**src/rtl/sweep_sequencer_pkg.sv**
```systemverilog
// Shared mode codes and FSM state encoding for the triangle sweep sequencer
// and its up/down counter datapath.
package sweep_sequencer_pkg;

   localparam logic [1:0] MODE_UP   = 2'd0;
   localparam logic [1:0] MODE_DN   = 2'd1;
   localparam logic [1:0] MODE_HOLD = 2'd2;
   localparam logic [1:0] MODE_CLR  = 2'd3;

   typedef enum logic [1:0] {
      IDLE  = 2'd0,
      CLEAR = 2'd1,
      UP    = 2'd2,
      DOWN  = 2'd3
   } state_t;

endpackage

```
**src/rtl/sweep_sequencer_updown_counter_core.sv**
```systemverilog
// N-bit counter datapath: steps up, down, holds or clears on each CLK edge
// according to the 2-bit mode code s.
module updown_counter_core
   import sweep_sequencer_pkg::*;
#(
   parameter int N = 8
) (
   input  logic         CLK,
   input  logic         RST,
   input  logic [1:0]   s,
   output logic [N-1:0] q
);

   localparam logic [N-1:0] ONE_N = N'(1);

   logic [N-1:0] q_reg;

   always_ff @(posedge CLK or negedge RST) begin
      if (!RST) begin
         q_reg <= '0;
      end else begin
         case (s)
            MODE_UP:  q_reg <= q_reg + ONE_N;
            MODE_DN:  q_reg <= q_reg - ONE_N;
            MODE_CLR: q_reg <= '0;
            default:  q_reg <= q_reg;
         endcase
      end
   end

   assign q = q_reg;

endmodule

```
**src/rtl/sweep_sequencer.sv**
```systemverilog
// Triangle sweep controller: clears the counter, ramps 0->hi, then bounces
// between lo and hi for a programmed number of periods (0 = until stop).
module sweep_sequencer
   import sweep_sequencer_pkg::*;
#(
   parameter int N = 8,
   parameter int C = 8
) (
   input  logic         CLK,
   input  logic         RST,
   input  logic         start,
   input  logic         stop,
   input  logic         pause,
   input  logic [N-1:0] lo,
   input  logic [N-1:0] hi,
   input  logic [C-1:0] cycles,
   output logic [1:0]   s,
   output logic [N-1:0] q,
   output logic         dir,
   output logic         busy,
   output logic         done,
   output logic         err
);

   localparam logic [N-1:0] ONE_N   = N'(1);
   localparam logic [C-1:0] ONE_C   = C'(1);
   localparam logic [C-1:0] CNT_MAX = '1;

   state_t       state_reg;
   logic [N-1:0] lo_reg;
   logic [N-1:0] hi_reg;
   logic [C-1:0] cycles_reg;
   logic [C-1:0] period_reg;
   logic [C-1:0] period_next;
   logic         done_reg;
   logic         err_reg;
   logic         top_hit;
   logic         bot_hit;

   // Turn decisions look at the count the coming edge will produce.
   assign top_hit     = (q == hi_reg - ONE_N);
   assign bot_hit     = (q == lo_reg + ONE_N);
   assign period_next = (period_reg == CNT_MAX) ? period_reg : period_reg + ONE_C;

   assign busy = (state_reg != IDLE);
   assign dir  = (state_reg == UP);
   assign done = done_reg;
   assign err  = err_reg;

   // Stop and pause must freeze q on the very edge they are sampled.
   always_comb begin
      s = MODE_HOLD;
      if (busy && !stop) begin
         case (state_reg)
            CLEAR:   s = MODE_CLR;
            UP:      s = pause ? MODE_HOLD : MODE_UP;
            DOWN:    s = pause ? MODE_HOLD : MODE_DN;
            default: s = MODE_HOLD;
         endcase
      end
   end

   always_ff @(posedge CLK or negedge RST) begin
      if (!RST) begin
         state_reg  <= IDLE;
         lo_reg     <= '0;
         hi_reg     <= '0;
         cycles_reg <= '0;
         period_reg <= '0;
         done_reg   <= 1'b0;
         err_reg    <= 1'b0;
      end else begin
         done_reg <= 1'b0;
         err_reg  <= 1'b0;
         case (state_reg)
            IDLE: begin
               if (start && !stop) begin
                  if (hi > lo) begin
                     lo_reg     <= lo;
                     hi_reg     <= hi;
                     cycles_reg <= cycles;
                     period_reg <= '0;
                     state_reg  <= CLEAR;
                  end else begin
                     err_reg <= 1'b1;
                  end
               end
            end
            CLEAR: state_reg <= stop ? IDLE : UP;
            UP: begin
               if (stop)
                  state_reg <= IDLE;
               else if (!pause && top_hit)
                  state_reg <= DOWN;
            end
            DOWN: begin
               if (stop) begin
                  state_reg <= IDLE;
               end else if (!pause && bot_hit) begin
                  period_reg <= period_next;
                  if (cycles_reg != '0 && period_next == cycles_reg) begin
                     state_reg <= IDLE;
                     done_reg  <= 1'b1;
                  end else begin
                     state_reg <= UP;
                  end
               end
            end
            default: state_reg <= IDLE;
         endcase
      end
   end

   updown_counter_core #(
      .N (N)
   ) u_core (
      .CLK (CLK),
      .RST (RST),
      .s   (s),
      .q   (q)
   );

endmodule

```
**config.mk**
```make
export PLATFORM = sky130hd
export DESIGN_NAME = sweep_sequencer
export DESIGN_NICKNAME = d
export VERILOG_FILES = /design/src/rtl/sweep_sequencer_pkg.sv /design/src/rtl/sweep_sequencer_updown_counter_core.sv /design/src/rtl/sweep_sequencer.sv
export SDC_FILE = /design/constraint.sdc
export NUM_CORES = 1
export LEC_CHECK = 0
export ABC_AREA = 0
export CELL_PAD_IN_SITES_DETAIL_PLACEMENT = 1
export CELL_PAD_IN_SITES_GLOBAL_PLACEMENT = 1
export CORE_MARGIN = 4
export CORE_UTILIZATION = 25
export CTS_CLUSTER_SIZE = 28
export DETAILED_ROUTE_END_ITERATION = 10
export PLACE_DENSITY = 0.64
export SLEW_MARGIN = 10
export SYNTH_ARGS = -nofsm -noshare
export SYNTH_HDL_FRONTEND = slang
export SYNTH_HIERARCHICAL = 1
export SYNTH_SLANG_ARGS = --single-unit
```
**constraint.sdc**
```tcl
create_clock -name CLK -period 2.2 [get_ports CLK]
set_input_delay 0.22 -clock CLK [delete_from_list [all_inputs] [get_ports CLK]]
set_output_delay 0.22 -clock CLK [all_outputs]
set_load 0.01 [all_outputs]
```
==> out/qor.yml <==
run_status:
  outcome: "finished with violations"
  violations: "setup timing"
drt:
  vias: 3223
  wl_um: 10790
  ant_nets: 0
  drc: 0
  drt_pass1_iterations: 4
  wl_per_cell_um: 16.68
  viasPerCell: 4.981
  drt_iter0_drc: 176
logic_synthesis:
  synth_fp_nets: 412
  synth_top_area_share_pct: 33.35
  yosysWarnings: 6
  synth_area_um2: 3302
  synthCells: 369
  synth.area.top_cells: "dfrtp_1, xnor2_1, mux2_2, ha_1, o21ai_0"
  async_flop_share_pct: 100.0
  yosysUniqueCellTypes: 68
  synth_edf_count: 0
  ys.flop_type: "dfrtp_1"
  ys_ff_latch: 44
  syn_avg_cell_area_um2: 8.948
  yosysTopAreaCell: "dfrtp_1"
  ys_seq_area_share_pct: 33.35
clocking:
  cts_tree: "yes"
  htree_levels: 2
  root_buffer: "clkbuf_16"
  tritoncts.num_buffers: 5
  clockBufferDepth: 2
  clk_latency_ns: 0.28
  cts_sinks: 44
  clkTransAtPathRegs_ns: 0.07
floorplanning:
  dieArea_um2: 15110
  core_area_um2: 12770
  chipHeight_um: 122.9
  die_w_um: 122.9
  start_util_pct: 25.85
  rows: 41
  pin_count: 43
setup_path:
  rrSetupSlack_ns: -0.04
  start_kind: "flip-flop"
  reg2reg_to: "lo_reg[4]"
  required_ns: 2.37
  crit_path_end_kind: "flip-flop"
  reg2reg_from: "state_reg[1]"
  rr_worst_depth: 8
  startpoint: "state_reg[1]"
  crit_fanout: 13
  critical_path_class: "flip-flop to flip-flop"
  crit_arrival_ns: 2.41
  endpoint: "lo_reg[4]"
cells_and_area:
  drive_gt1_share_pct: 29.68
  utilization_pct: 37.77
  final.fill_count: 1460
  antenna_cells: 0
  synthToLayoutAreaGrowth_pct: 46.12
  final_area_um2: 4825
  fin_nets: 517
sta:
  clock.fmax_ghz: 0.4468
  period_needed_ns: 2.238
  fin_crit_sh_pct: 101.7
  hold_viol: 0
  skew_ns: 0.007260
  max_slew.worst_pin.slew_ns: 0.6299
  slew_headroom_pct: 58.01
  drv_slew: 0
  setup_ws_ns: -0.03832
  rsz0062_at_grt: "true"
  finalSetupViolCount: 6
power:
  p_per_area_nw_per_um2: 702.2
  ir_worst_vdd_mv: 0.3030
  leakage_nw: 2.043
  finalPower_mw: 3.388
job:
  maxCapViolations: 0
global_routing:
  grt_pass1_wl_um: 17470
  antenna_found_initial: 0
  grt_pass1_vias: 3512
  track_usage_pct: 14.40
  grt-ovfl-total: 0
  grt_max_degree: 27
placement:
  gp_congestion: 0.8346
  io_buffers: 42
  dpl_cell_area_um2: 4378
  dp_hpwl_um: 8237
worst_hold_path:
  hold_path.class: "input pin to flip-flop"
## worst max-delay path, stage by stage, from the launching register on
cell       delay, ns
dfrtp_1         0.40
buf_4           0.16
or2_1           0.27
nand3b_1        0.28
or3_4           0.48
buf_4           0.16
bufbuf_16       0.26
nand2_1         0.06
o21ai_0         0.07
## routing by layer
| layer | vias to the layer above | track usage [%] | wire, µm |
|---|---|---|---|
| li1 | 1550 | - | - |
| met4 | 0 | 2.939 | 134 |
| met5 | - | 0 | 0 |
| met1 | 1588 | 19.41 | 4912 |
| met3 | 12 | 1.647 | 410 |
| met2 | 73 | 24.94 | 5331 |
## power breakdown
part / internal (mW) / switching, mW
logic: 0.713 / 0.605
registers: 0.978 / 0.226
clock network: 0.540 / 0.327
## final cells by class
cell class | count | area (µm²) | area share, %
Clock buffer | 5 | 125.1 | 2.593
Clock inverter | 3 | 46.29 | 0.9595
Inverter | 21 | 81.33 | 1.686
Multi-Input combinational cell | 285 | 2222 | 46.06
Sequential cell | 44 | 1102 | 22.85
Tap cell | 172 | 215.2 | 4.461
Timing Repair Buffer | 117 | 1032 | 21.40
## synth_stat cells, drive strengths merged, types with 3 or more instances
| master | count |
|---|---|
| xor2 | 7 |
| or3 | 3 |
| a221o | 3 |
| nor2 | 21 |
| inv | 20 |
| a211oi | 4 |
| nand3 | 13 |
| o211ai | 6 |
| dfrtp | 44 |
| or2 | 3 |
| and2 | 3 |
| nand3b | 3 |
| a21o | 3 |
| o21ai | 29 |
| ha | 14 |
| nand4b | 3 |
| a31oi | 4 |
| nand2 | 28 |
| and3 | 10 |
| buf | 12 |
| mux2 | 16 |
| and4 | 3 |
| nand2b | 6 |
| clkbuf | 7 |
| nor3 | 11 |
| nor2b | 3 |
| xnor2 | 27 |
| nor4 | 4 |
| nand4 | 6 |
| a2bb2oi | 5 |
| a21oi | 19 |
## through the flow
step	worst slack (ns)	TNS (ns)	hold WS (ns)	instances
6_report	-0.03832	-0.1944	0.3303	647
3_3_place_gp	-0.4324	-12.83	0.2556	632
3_5_place_dp	-0.4912	-14.86	0.2647	632
4_1_cts	-0.01961	-0.07519	0.5052	644
5_1_grt	-0.1877	-1.170	0.3384	647
2_1_floorplan	-0.07152	-0.3099	-0.07559	369
## cells in the final DEF, fill, tap and decap left out, types with 7 or more instances in the layout
| cell type | count |
|---|---|
| o21ai_0 | 22 |
| a21oi_1 | 12 |
| clkdlybuf4s50_1 | 37 |
| o21ai_1 | 7 |
| xor2_1 | 7 |
| dfrtp_1 | 43 |
| inv_1 | 16 |
| and3_1 | 8 |
| mux2_2 | 10 |
| ha_1 | 7 |
| buf_4 | 70 |
| nand3_1 | 13 |
| xnor2_1 | 26 |
| nor3_1 | 11 |
| nor2_1 | 20 |
| nand2_1 | 26 |
## logic make-up (layout without fill, tap and decap cells)
logic type	count (synthesis)	count (layout)	synth area share [%]
and+or+nand+nor	121	121	19.40
muxes	18	18	6.063
DFF	44	44	33.35
buffers and inverters	40	146	6.025
xor gates and xnor gates	34	34	9.019
AOI/OAI and AO/OA	97	97	20.54
adders and majority gates	15	15	5.608
## repair_timing
action / CTS / global route
setup buffers: 2 / 3
gates cloned: 1 / 0
gates resized for setup: 19 / 29
endpoints found under the hold margin: 24 / 0
hold buffers: 1 / 0
setup endpoints to repair: 30 / 38
pin swaps: 8 / 14
## worst min path at each step
stage	from	endpoint	slack [ns]	cells after the start
floorplan	RST	cycles_reg[0]	-0.08	0
global placement	RST	period_reg[5]	0.26	1
detailed placement	RST	period_reg[5]	0.26	1
CTS	lo_reg[7]	lo_reg[7]	0.51	2
global route	lo[2]	lo_reg[2]	0.34	4
finish	lo[2]	lo_reg[2]	0.33	4
Note: power is estimated with default switching activity, not from simulation.
